`config.mk`:
```
export PLATFORM = sky130hd
export DESIGN_NAME = shift_seq_ctrl
export DESIGN_NICKNAME = d
export VERILOG_FILES = /design/src/rtl/shift_seq_pkg.sv /design/src/rtl/shift_amt_cnt.sv /design/src/rtl/shift_seq_ctrl.sv
export SDC_FILE = /design/constraint.sdc
export NUM_CORES = 1
export LEC_CHECK = 0
export BUFFER_PORTS_ARGS = -buffer_cell sky130_fd_sc_hd__buf_2
export CAP_MARGIN = 15
export CORE_AREA = 2 2 73 75
export DETAILED_ROUTE_END_ITERATION = 12
export DIE_AREA = 0 0 75 77
export PLACE_DENSITY = 0.71
export SKIP_LAST_GASP = 1
export SLEW_MARGIN = 0
export SYNTH_ARGS = -nofsm -noshare
export SYNTH_HDL_FRONTEND = slang
export SYNTH_SLANG_ARGS = --single-unit
```
`constraint.sdc`:
```
create_clock -name clk -period 1.5 [get_ports clk]
set_input_delay 0.3 -clock clk [delete_from_list [all_inputs] [get_ports clk]]
set_output_delay 0.3 -clock clk [all_outputs]
set_load 0.05 [all_outputs]
```
`src/rtl/shift_seq_pkg.sv`:
```
// Shared constants for the Shift_32 sequencer: register mode codes, op codes
// and controller state encoding.
package shift_seq_pkg;

  typedef enum logic [1:0] {
    MODE_HOLD = 2'b00,
    MODE_SHR  = 2'b01,
    MODE_SHL  = 2'b10,
    MODE_LOAD = 2'b11
  } mode_e;

  typedef enum logic [2:0] {
    OP_NOP  = 3'b000,
    OP_SLL  = 3'b001,
    OP_SRL  = 3'b010,
    OP_SRA  = 3'b011,
    OP_ROL  = 3'b100,
    OP_ROR  = 3'b101,
    OP_RSV6 = 3'b110,
    OP_RSV7 = 3'b111
  } op_e;

  typedef enum logic [1:0] {
    ST_IDLE  = 2'b00,
    ST_LOAD  = 2'b01,
    ST_SHIFT = 2'b10,
    ST_DONE  = 2'b11
  } state_e;

  // Reserved codes and NOP issue no shift clocks.
  function automatic logic op_shifts(input logic [2:0] op);
    return (op != 3'b000) && (op <= 3'b101);
  endfunction

  function automatic logic op_is_left(input logic [2:0] op);
    return (op == OP_SLL) || (op == OP_ROL);
  endfunction

endpackage

```
`src/rtl/shift_amt_cnt.sv`:
```
// Loadable down-counter holding the remaining number of shift clocks.
module shift_amt_cnt #(
  parameter int CW = 5
) (
  input  logic          clk,
  input  logic          clear,
  input  logic          load_i,
  input  logic          dec_i,
  input  logic [CW-1:0] val_i,
  output logic [CW-1:0] cnt_o,
  output logic          last_o
);

  logic [CW-1:0] cnt_q, cnt_d;

  always_comb begin
    cnt_d = cnt_q;
    if (load_i)
      cnt_d = val_i;
    else if (dec_i)
      cnt_d = cnt_q - CW'(1);
  end

  always_ff @(posedge clk or posedge clear) begin
    if (clear)
      cnt_q <= '0;
    else
      cnt_q <= cnt_d;
  end

  assign cnt_o  = cnt_q;
  assign last_o = (cnt_q == CW'(1));

endmodule

```
`src/rtl/shift_seq_ctrl.sv`:
```
// Sequencer driving a 74LS194-chain shift register: optional parallel load,
// then an exact number of shift clocks with the serial input chosen by op.
//
// state | meaning
// IDLE  | waiting for start, register held
// LOAD  | one cycle of parallel load from PData
// SHIFT | shifting, counter holds shifts still to issue
// DONE  | register held, done pulse
module shift_seq_ctrl
  import shift_seq_pkg::*;
#(
  parameter int W  = 32,
  parameter int CW = 5
) (
  input  logic          clk,
  input  logic          clear,
  input  logic          start,
  input  logic          ld,
  input  logic [2:0]    op,
  input  logic [CW-1:0] amt,
  input  logic [W-1:0]  din,
  input  logic [W-1:0]  q_in,
  output logic          S1,
  output logic          S0,
  output logic          SR,
  output logic          SL,
  output logic [W-1:0]  PData,
  output logic          busy,
  output logic          done
);

  state_e        state_q, state_d;
  logic [2:0]    op_q, op_d;
  logic [W-1:0]  pdata_q, pdata_d;
  logic          cnt_load, cnt_dec, cnt_last;
  logic [CW-1:0] cnt_val;
  mode_e         mode;

  // Only the end bits of q_in are serial feedback.
  logic unused_q_mid;
  assign unused_q_mid = ^q_in[W-2:1];

  shift_amt_cnt #(.CW(CW)) u_cnt (
    .clk    (clk),
    .clear  (clear),
    .load_i (cnt_load),
    .dec_i  (cnt_dec),
    .val_i  (amt),
    .cnt_o  (cnt_val),
    .last_o (cnt_last)
  );

  always_comb begin
    state_d  = state_q;
    op_d     = op_q;
    pdata_d  = pdata_q;
    cnt_load = 1'b0;
    cnt_dec  = 1'b0;
    case (state_q)
      ST_IDLE: begin
        if (start) begin
          op_d     = op;
          pdata_d  = din;
          cnt_load = 1'b1;
          if (ld)
            state_d = ST_LOAD;
          else if ((amt != '0) && op_shifts(op))
            state_d = ST_SHIFT;
          else
            state_d = ST_DONE;
        end
      end
      ST_LOAD: begin
        if ((cnt_val != '0) && op_shifts(op_q))
          state_d = ST_SHIFT;
        else
          state_d = ST_DONE;
      end
      ST_SHIFT: begin
        cnt_dec = 1'b1;
        if (cnt_last)
          state_d = ST_DONE;
      end
      default: state_d = ST_IDLE;
    endcase
  end

  always_ff @(posedge clk or posedge clear) begin
    if (clear) begin
      state_q <= ST_IDLE;
      op_q    <= 3'b000;
      pdata_q <= '0;
    end else begin
      state_q <= state_d;
      op_q    <= op_d;
      pdata_q <= pdata_d;
    end
  end

  always_comb begin
    mode = MODE_HOLD;
    SR   = 1'b0;
    SL   = 1'b0;
    case (state_q)
      ST_LOAD:  mode = MODE_LOAD;
      ST_SHIFT: begin
        mode = op_is_left(op_q) ? MODE_SHL : MODE_SHR;
        case (op_q)
          OP_SRA:  SR = q_in[W-1];
          OP_ROR:  SR = q_in[0];
          OP_ROL:  SL = q_in[W-1];
          default: ;
        endcase
      end
      default: mode = MODE_HOLD;
    endcase
  end

  assign {S1, S0} = mode;
  assign PData    = pdata_q;
  assign busy     = (state_q != ST_IDLE);
  assign done     = (state_q == ST_DONE);

endmodule
```
# Yosys cells after proc, flatten, opt, wreduce, memory -nomap -nowiden
# Index checks and enable logic that the tools add are counted.
# word_totals
ff_bits	42
latch_bits	0
mem_bits_rw	0
mem_bits_ro	0
input_bits	76
output_inout_bits	38
wordCells	48
mem_count	0
# classes
n_addsub	1
mul	0
n_div	0
order_cmp	2
n_eq_ne	10
shifts	0
n_mux	17
n_bitwise	0
n_reduce_logical	14
# op_table
operator	count
5-bit 2-to-1 mux	2
5-bit nonzero test	2
1-bit 2-to-1 mux	8
2-bit 2-to-1 mux	4
3-bit == test (second input constant)	2
3-bit <= comparator (second input constant)	2
2-bit one-hot mux with 3 select lines	1
3-bit nonzero test	2
5-bit by 1-bit == test with 1-bit output (second input constant)	1
5-bit by 1-bit subtractor with 5-bit output (second input constant)	1
2-bit == test (second input constant)	2
1-bit logical AND	4
2-bit inequality test (second input constant)	2
2-bit one-hot mux with 2 select lines	1
2-bit AND reduction	2
2-bit nonzero test	2
3-bit by 1-bit == test with 1-bit output (second input constant)	1
3-bit by 2-bit == test with 1-bit output (second input constant)	1
2-bit by 1-bit == test with 1-bit output (second input constant)	1
2-bit logical NOT	1
1-bit one-hot mux with 2 select lines	1
1-bit logical OR	1

# Longest topological paths before layout
# Gate-level depths: netlist (run 1).
# depth
depth_word	7
ltp_mapped	6
mapped_depth_nobuf	6

# Cells and area by module
# Synthesis (run 1) repeated with hierarchy kept, for this count alone.
# hier_totals
hier_cells	145
area_unflattened_um2	1900.6
# by_module_without_submodules
mod	instances	cells_per_inst	area_each_um2	seq_area_each_um2
shift_seq_ctrl	1	115	1596.5	925.9
shift_amt_cnt	1	30	304.0	125.1

# Worst setup path before layout (run 1)
# No wires, ideal clock.
# synth_timing
kind	register to output
start	register state_q[0]
end	output port SL
arrival_time_ps	2442
t_required_ps	1200
slack_ps	-1242
stages_incl_launch_ff	5
path_buffers	1
cell_sequence	dfrtp_1 inv_1 ha_1 buf_2 nor4b_1
# synth_between
elab_chain_len	2
# synth_lines
item	line	text
from (decl)	shift_seq_ctrl.sv:32	state_e state_q, state_d;
from (signal assigned)	shift_seq_ctrl.sv:94	state_q <= state_d;
2-bit == test	shift_seq_ctrl.sv:104	case (state_q)
1-bit 2-to-1 mux	shift_seq_ctrl.sv:104	
to (decl)	shift_seq_ctrl.sv:26	output logic SL,
# No other way between the ends.

# Final worst setup path (run 1)
# layout_timing
start	register state_q[1]
end	output port S1
# layout_between
elab_chain_len	2
word_cells_on_any_way	3
classes_between	eq/ne (2); mux (1)
# layout_lines
item	line	text
2-bit == test or 2-bit by 1-bit == test with 1-bit output (tied branches)	shift_seq_ctrl.sv:104	
2-bit one-hot mux with 2 select lines (*)	shift_seq_ctrl.sv:104	
to (decl)	shift_seq_ctrl.sv:23	output logic S1,
# Every way passes the cells marked *; elsewhere a longest branch is shown, timed or not.

==> reports/metrics.cfg, run 1 <==
[status]
outcome = complete, but fails checks
violations = setup timing

[synthesis]
syn_avg_cell_area_um2 = 13.4
yosysTopAreaCellShare = 0.557
synth_common_cells = dfrtp_1, mux2_2, ha_1, inv_1, nand2_1
synth-xor-area-share = 0.0232
synth_warnings = 0
syn_nets = 224
ys_seq_elements = 42
synth_area_leader_cell = dfrtp_1
yosys-top-cells-area = dfrtp_1, mux2_2, ha_1
synth_flop_cell = dfrtp_1
synth.area.mux_share = 0.215
synth_top_family_by_area = multiplexers
yosysMostFrequentCell = dfrtp_1
ys_seq_area_frac = 0.557
syn_inst = 141
synthAdderAreaFrac = 0.0464
synth_edf_count = 0
synth-compound-area-share = 0.0676
synth-simple-area-share = 0.0637
synth_cell_types = 26
synthArstFlopShare = 1.00
netlist_area_um2 = 1890

[die]
fp.coreArea_um2 = 4980
dieHeight_um = 77
fp.dieW_um = 75
io_pins = 114
dieArea_um2 = 5780
start_util = 0.379
rows = 26

[route]
first_pass_iters = 4
finalWirelength_um = 4200
drtIter0Drc = 40
ant_nets = 0
drt-vias-per-instance = 4.68
drc = 0
vias = 1479
wire_per_inst_um = 13.3

[grt]
grt_use_total = 0.155
gr-usage-met2 = 0.260
grt.busiest_layer = met2
grt_remaining_overflow = 0
use_met3 = 0.0657
grt_max_degree = 31
first_global_vias = 1524
antenna_found_initial = 0
grt_pass1_wl_um = 6890
met1_usage = 0.174

[critical_path]
worstPathArrival_ns = 1.41
cp.required_ns = 1.20
path_max_fanout = 5
startpoint_type = flip-flop
crit_type = flip-flop to primary output
end_kind = primary output

[pwr]
p_per_area_nw_per_um2 = 2720
total_power_uw = 7610
max-vdd-ir-drop_v = 0.00127
leakagePower_uw = 0.00134

[clocking]
clkTransAtPathRegs_ns = 0.08
cts_buffer_depth = 2
cts_tree = built
cts-htree-levels = 2
cts-root-buf = clkbuf_8
numCtsBuffers = 5
cts_sinks = 42
clk_latency_ns = 0.29

[job]
cap_violations = 0

[place]
dp_hpwl_um = 3180
port_buffers = 83
gp_congestion = 0.759
placedInstanceArea_um2 = 2540

[finish]
drive_gt1_frac = 0.667
area_delta_synth_final_pct = 48.4
nets = 328
fin_area_um2 = 2800
antenna_cells = 0

[sta]
maxSlewHeadroom = 0.749
drv_slew = 0
fmax_mhz = 586
rsz0062_at_grt = true
period_share = 1.14
setup_viol = 5
clock-skew-final_ns = 0.00327
hold_violations = 0
setup_slack_ns = -0.207
min_period_ns = 1.71
worstMarginPinSlew_ns = 0.376

[worst_hold_path]
hold_path.class = input port to flip-flop

-- path summary, 6_finish.rpt --
path,from,end,slack [ns],cells past startpoint
worst max-delay path,state_q[1]$_DFFE_PP0P_,S1,-0.21,4
worst min-delay path,din[2],PData[2]$_DFFE_PP0P_,0.24,2
worst max register to register,state_q[1]$_DFFE_PP0P_,PData[23]$_DFFE_PP0P_,0.03,5
worst min register to register,PData[30]$_DFFE_PP0P_,PData[30]$_DFFE_PP0P_,0.50,1
max in group asynchronous,clear,op_q[2]$_DFFE_PP0P_,0.54,4
min in group asynchronous,clear,PData[21]$_DFFE_PP0P_,0.57,4
-- flip-flops by register name, summed over array words and instances (netlist names) --
name	count
state_q	2
op_q	3
PData	32
u_cnt.cnt_o	5
-- area by class of cell --
cell class                      count  area [µm²]
Clock buffer                        7        76.3
Inverter                            7        26.3
Sequential cell                    42        1050
Fill cell                         441        2180
Timing Repair Buffer              102         634
Clock inverter                      1        30.0
Multi-Input combinational cell     87         892
Tap cell                           70        87.6
-- kinds of logic after synthesis --
group	count (synthesis)
compound gates	17
xor+xnor	5
simple gates	22
buf+inv	12
mux	36
flops	42
fa+ha+maj	7
-- cell usage in the layout (no fill, tap or decap), drive strengths merged, types with 3 or more instances in the layout --
cell,instances
buf,101
dfrtp,42
mux2,36
nand2,7
inv,7
clkbuf,7
ha,7
a21oi,6
nor2,5
xnor2,4
nor3,3
o21a,3
-- what timing repair did --
action | CTS | global route
pin swaps | 2 | 3
hold endpoints to repair | 6 | 0
buffers inserted | 1 | 2
resized for setup | 24 | 7
hold buffers | 1 | 0
setup endpoints to repair | 8 | 37
-- per-stage QoR --
stage | cells | worst slack, ns | TNS, ns | util | hold WS [ns]
after detailed placement | 304 | -0.0666 | -0.0945 | 0.510 | 0.320
after global routing | 316 | -0.271 | -1.64 | 0.563 | 0.223
after floorplan | 141 | -0.165 | -0.234 | - | 0.450
final | 316 | -0.207 | -0.876 | 0.563 | 0.239
after CTS | 314 | -0.226 | -1.02 | 0.552 | 0.225
after global placement | 304 | -0.0459 | -0.0749 | 0.510 | 0.316
-- metal layers --
layer | vias up | part of all wire
li1 | 704 | -
met3 | 6 | 0.086
met4 | 0 | 0.010
met1 | 707 | 0.38
met5 | - | 0
met2 | 62 | 0.52
-- where the power goes --
| group | internal (µW) | switching (µW) | total [µW] |
|---|---|---|---|
| Sequential | 1720 | 363 | 2090 |
| Clock | 498 | 374 | 872 |
| Combinational | 1730 | 2910 | 4650 |
| Total | 3960 | 3650 | 7610 |
-- critical path: stages (launching register included) --
cell and delay, ns:
dfrtp_1 0.43, ha_4 0.19, nor3b_2 0.15, o21a_4 0.20
buf_6 0.15
No activity file was read; power rests on OpenSTA's default activity.
==> run 2: changes to the inputs <==
--- a/config.mk
+++ b/config.mk
@@ -11,6 +11,7 @@
 export DETAILED_ROUTE_END_ITERATION = 12
 export DIE_AREA = 0 0 75 77
 export PLACE_DENSITY = 0.71
+export REMOVE_ABC_BUFFERS = 1
 export SKIP_LAST_GASP = 1
 export SLEW_MARGIN = 0
 export SYNTH_ARGS = -nofsm -noshare
==> run 2 against run 1 <==
Against the previous run: the run still ends with setup timing left; die area did not move; wire length fell by 0.36%; critical endpoint unchanged; first-iteration DRC count did not move.
==> reports/metrics.cfg, run 2 (synthesis gave the netlist of run 1 again) <==
[status]
outcome = complete, but fails checks
violations = setup timing

[finish]
mostFrequentLayoutCells = buf_2, dfrtp_1, mux2_2
antenna_cells = 0
area_delta_synth_final_pct = 53.5
final_common_cell = buf_2
drive_gt1_frac = 0.684
largest_reg_flops = 32
regArea_um2 = 1060
fillCellCount = 408
nets = 329
multi_input_area_um2 = 902

[pwr]
p_per_area_nw_per_um2 = 2770
power.combinational.fraction = 0.607
p_int_uw = 4290
p_clk_frac = 0.131
pwr-share-seq = 0.261
leakagePower_uw = 0.00137
max-vdd-ir-drop_v = 0.00148
swShare = 0.465
power.net_switching_uw = 3730

[route]
drtIter0Drc = 40
vias = 1471
drc = 0
finalWirelength_um = 4180
drt-vias-per-instance = 4.64
first_pass_iters = 4
ant_nets = 0
wire_per_inst_um = 13.2

[sta]
whs_ns = 0.0364
drv_slew = 0
clock-skew-final_ns = 0.00603
min_period_ns = 1.70
rsz0062_at_grt = true
fmax_mhz = 589
setup_slack_ns = -0.198
worstMarginPinSlew_ns = 0.285
period_share = 1.13
setup_viol = 6
maxSlewHeadroom = 0.809
hold_violations = 0

[clocking]
clk_latency_ns = 0.29
cts_buffer_depth = 2
cts-root-buf = clkbuf_8
cts-htree-levels = 2
postCtsHoldBufs = 0
cts_tree = built
numCtsBuffers = 5
clkTransAtPathRegs_ns = 0.08
cts_sinks = 42

[die]
start_util = 0.379
io_pins = 114
fp.coreArea_um2 = 4980
dieHeight_um = 77
dieArea_um2 = 5780
fp.dieW_um = 75
rows = 26

[critical_path]
cp_cell_sequence = inv_1 > ha_2 > o21a_1 > buf_6
slowest_delay_ns = 0.44
slowest_stage = dfrtp_2
worstPathArrival_ns = 1.40
path_max_fanout = 3
startpoint_type = flip-flop
critPathTopFamily = flip-flops
end_kind = primary output
worstPathBufferInverterCount = 2
crit_type = flip-flop to primary output
cp.required_ns = 1.20

[grt]
grt_max_degree = 24
grt_remaining_overflow = 0
grt_use_total = 0.148
antenna_found_initial = 0
first_global_vias = 1493
grt_pass1_wl_um = 6510

[worst_hold_path]
hold_path.class = input port to async pin

[place]
gp_congestion = 0.738
port_buffers = 83
place_ws_ns = -0.106
dp_hpwl_um = 2900

[job]
cap_violations = 0

## run 2: path summary, 6_finish.rpt
path	from	to	slack (ns)	depth (start not counted)
hold / removal	clear	PData[8]$_DFFE_PP0P_	0.04	3
setup reg to reg	op_q[2]$_DFFE_PP0P_	state_q[0]$_DFFE_PP0P_	0.01	5
max in group asynchronous	clear	op_q[1]$_DFFE_PP0P_	1.19	3
setup / recovery	state_q[1]$_DFFE_PP0P_	S1	-0.20	4
hold reg to reg	PData[15]$_DFFE_PP0P_	PData[15]$_DFFE_PP0P_	0.50	1
min in group clk	din[8]	PData[8]$_DFFE_PP0P_	0.23	2
## run 2: final cells by class
class | instances | area share
Inverter | 7 | 0.00994
Sequential cell | 42 | 0.365
Multi-Input combinational cell | 87 | 0.311
Clock inverter | 3 | 0.0238
Tap cell | 70 | 0.0302
Clock buffer | 5 | 0.0238
Timing Repair Buffer | 103 | 0.236
## run 2: worst reg2reg max path, stage by stage, from the launching register on
cell and delay, ns:
dfrtp_2 0.44, buf_4 0.16, buf_4 0.13, a221o_1 0.32
a221oi_2 0.26, o31ai_2 0.08
## run 2: metrics by stage
stage,util,std cells,power (µW),cell area [µm²],TNS [ns]
floorplan,-,136,5180,1860,-25.46
global placement,0.500,302,6210,2490,-0.856
detailed placement,0.500,302,6290,2490,-1.24
CTS,0.561,313,7790,2790,-0.943
global route,0.582,317,8490,2900,-1.39
finish,0.582,317,8020,2900,-0.929
## run 2: per-layer routing
layer  track usage  vias up  routed length, µm
li1              -      704                  -
met1         0.164      693               1720
met2         0.257       68               2090
met3        0.0552        6                325
met4        0.0429        0                 48
met5             0        -                  0
## run 2: power by group through the flow
stage | combinational (µW) | sequential (µW) | clock [µW]
final | 4870 | 2100 | 1050
after global routing | 5160 | 2180 | 1140
after CTS | 4620 | 2080 | 1090
after detailed placement | 4220 | 2070 | 0
after global placement | 4170 | 2040 | 0
after floorplan | 1550 | 3630 | 0
## run 2: repair_timing
item / 4_1_cts / 5_1_grt
gates resized for setup: 31 / 12
pin swaps: 2 / 4
setup buffers: 2 / 4
setup endpoints to repair: 33 / 37
gates cloned: 1 / 1
==> run 3: changes to the inputs <==
==> constraint.sdc (replaced) <==
create_clock -name clk -period 1.5 [get_ports clk]
set_input_delay 0.3 -clock clk [delete_from_list [all_inputs] [get_ports clk]]
set_output_delay 0.3 -clock clk [all_outputs]
set_load 0.1 [all_outputs]
==> run 3 against run 2 <==
Against the previous run: cell count up 2.5%; critical endpoint unchanged; wire length is 9.4% higher; register-to-register slack got worse by 0.03 ns; the run still ends with setup timing left; non-clock buffer count up 8; fmax shrank 5.2%; critical path type unchanged; utilization increased by 3.6 points; critical path depth unchanged; count of clock-buffer cells in the layout stayed put; sequential cell count did not move; highest routed layer unchanged.
==> reports/metrics.cfg, run 3 (synthesis gave the netlist of run 1 again) <==
[grt]
antenna_found_initial = 0
first_global_vias = 1594
grt_pass1_wl_um = 7020
grt_max_degree = 24
grt_remaining_overflow = 0
grt_use_total = 0.158

[place]
dp_hpwl_um = 3040
gp_congestion = 0.779
dp.cells = 302
placedInstanceArea_um2 = 2580
port_buffers = 83

[clocking]
cts_sinks = 42
numCtsBuffers = 5
postCtsHoldBufs = 0
clk_latency_ns = 0.29
cts_buffer_depth = 2
clkTransAtPathRegs_ns = 0.08
cts-htree-levels = 2
cts-root-buf = clkbuf_8
cts_tree = built

[route]
finalWirelength_um = 4580
drt-vias-per-instance = 4.75
first_pass_iters = 3
drc = 0
drtIter0Drc = 27
ant_nets = 0
wire_per_inst_um = 14.1
vias = 1545

[critical_path]
startpoint_type = flip-flop
crit_type = flip-flop to primary output
slowest_delay_ns = 0.46
cp_cell_sequence = xnor2_2 > nor3b_2 > o21a_1 > buf_12
cp.required_ns = 1.20
path_max_fanout = 6
slowest_stage = dfrtp_2
worstPathArrival_ns = 1.49
end_kind = primary output

[sta]
whs_ns = 0.0361
setup_viol = 24
clock-skew-final_ns = 0.00565
maxSlewHeadroom = 0.673
hold_violations = 0
rsz0062_at_grt = true
worstMarginPinSlew_ns = 0.494
fmax_mhz = 558
period_share = 1.19
setup_slack_ns = -0.291
drv_slew = 0
min_period_ns = 1.79

[die]
fp.dieW_um = 75
io_pins = 114
dieHeight_um = 77
start_util = 0.379
rows = 26
fp.coreArea_um2 = 4980
dieArea_um2 = 5780

[job]
cap_violations = 0

[finish]
final_common_cell = buf_2
stdcell_count = 325
mostFrequentLayoutCells = buf_2, dfrtp_1, mux2_2
drive_gt1_frac = 0.694
antenna_cells = 0
nets = 337
fillCellCount = 389
area_delta_synth_final_pct = 62.9
largest_reg_flops = 32
fin_util = 0.618
fin_area_um2 = 3070

[worst_hold_path]
hold_path.class = input port to async pin

[status]
violations = setup timing
outcome = complete, but fails checks

[run 3: cell types whose count changed in the layout (fill, tap and decap cells not counted), moves of 2 or more]
| cell | delta |
|---|---|
| buf_12 | +6 |
| buf_4 | +6 |
| buf_6 | -3 |
| buf_8 | -2 |
| mux2_2 | -16 |
| mux2_4 | +16 |
| nor4b_2 | -2 |
| nor4b_4 | +2 |
[run 3: timing repair]
action,4_1_cts,5_1_grt
gates resized for setup,22,26
setup endpoints to repair,30,29
endpoints found under the hold margin,0,0
pin swaps,3,7
cloned,1,2
setup buffers,7,6
[run 3: path summary, 6_finish.rpt]
kind                                             start                     to  slack [ns]  depth (start not counted)
worst min-delay path                             clear  PData[24]$_DFFE_PP0P_        0.04                          3
worst min register to register   PData[15]$_DFFE_PP0P_  PData[15]$_DFFE_PP0P_        0.51                          1
worst max register to register  state_q[0]$_DFFE_PP0P_  PData[10]$_DFFE_PP0P_       -0.02                          7
worst max-delay path               op_q[2]$_DFFE_PP0P_                     S1       -0.29                          4
min in group clk                                din[5]   PData[5]$_DFFE_PP0P_        0.24                          2
max in group asynchronous                        clear    op_q[0]$_DFFE_PP0P_        1.19                          3
[run 3: metal layers]
metal,track usage,part of all wire,vias to the layer above
met2,0.262,0.52,66
met5,0,0,-
met3,0.0604,0.077,6
li1,-,-,721
met1,0.187,0.39,752
met4,0.0464,0.014,0
[run 3: metrics by stage]
step	setup WS (ns)	TNS [ns]
finish	-0.291	-1.40
global route	-0.369	-3.48
CTS	-0.259	-1.09
detailed placement	-0.0850	-0.987
global placement	-0.0890	-0.896
floorplan	-2.75	-28.74
[run 3: area by class of cell]
class                   instances  area (µm²)  area share
clock buffers                   5        68.8      0.0224
flip-flops and latches         42        1050       0.343
well taps                      70        87.6      0.0285
inverters                       7        28.8     0.00936
clock inverters                 3        43.8      0.0142
repair buffers                111         811       0.264
multi-input cells              87         980       0.319
[run 3: critical path, delay by kind of cell, from the launching register on]
family / cells / cell delay [ns]
xor+xnor: 1 / 0.18
buf+inv: 1 / 0.18
compound gates: 1 / 0.18
simple gates: 1 / 0.19
flops: 1 / 0.46
Power of run 3 is not shown: default switching activity piles up to over one toggle a cycle in this logic, so the estimate is an artifact.
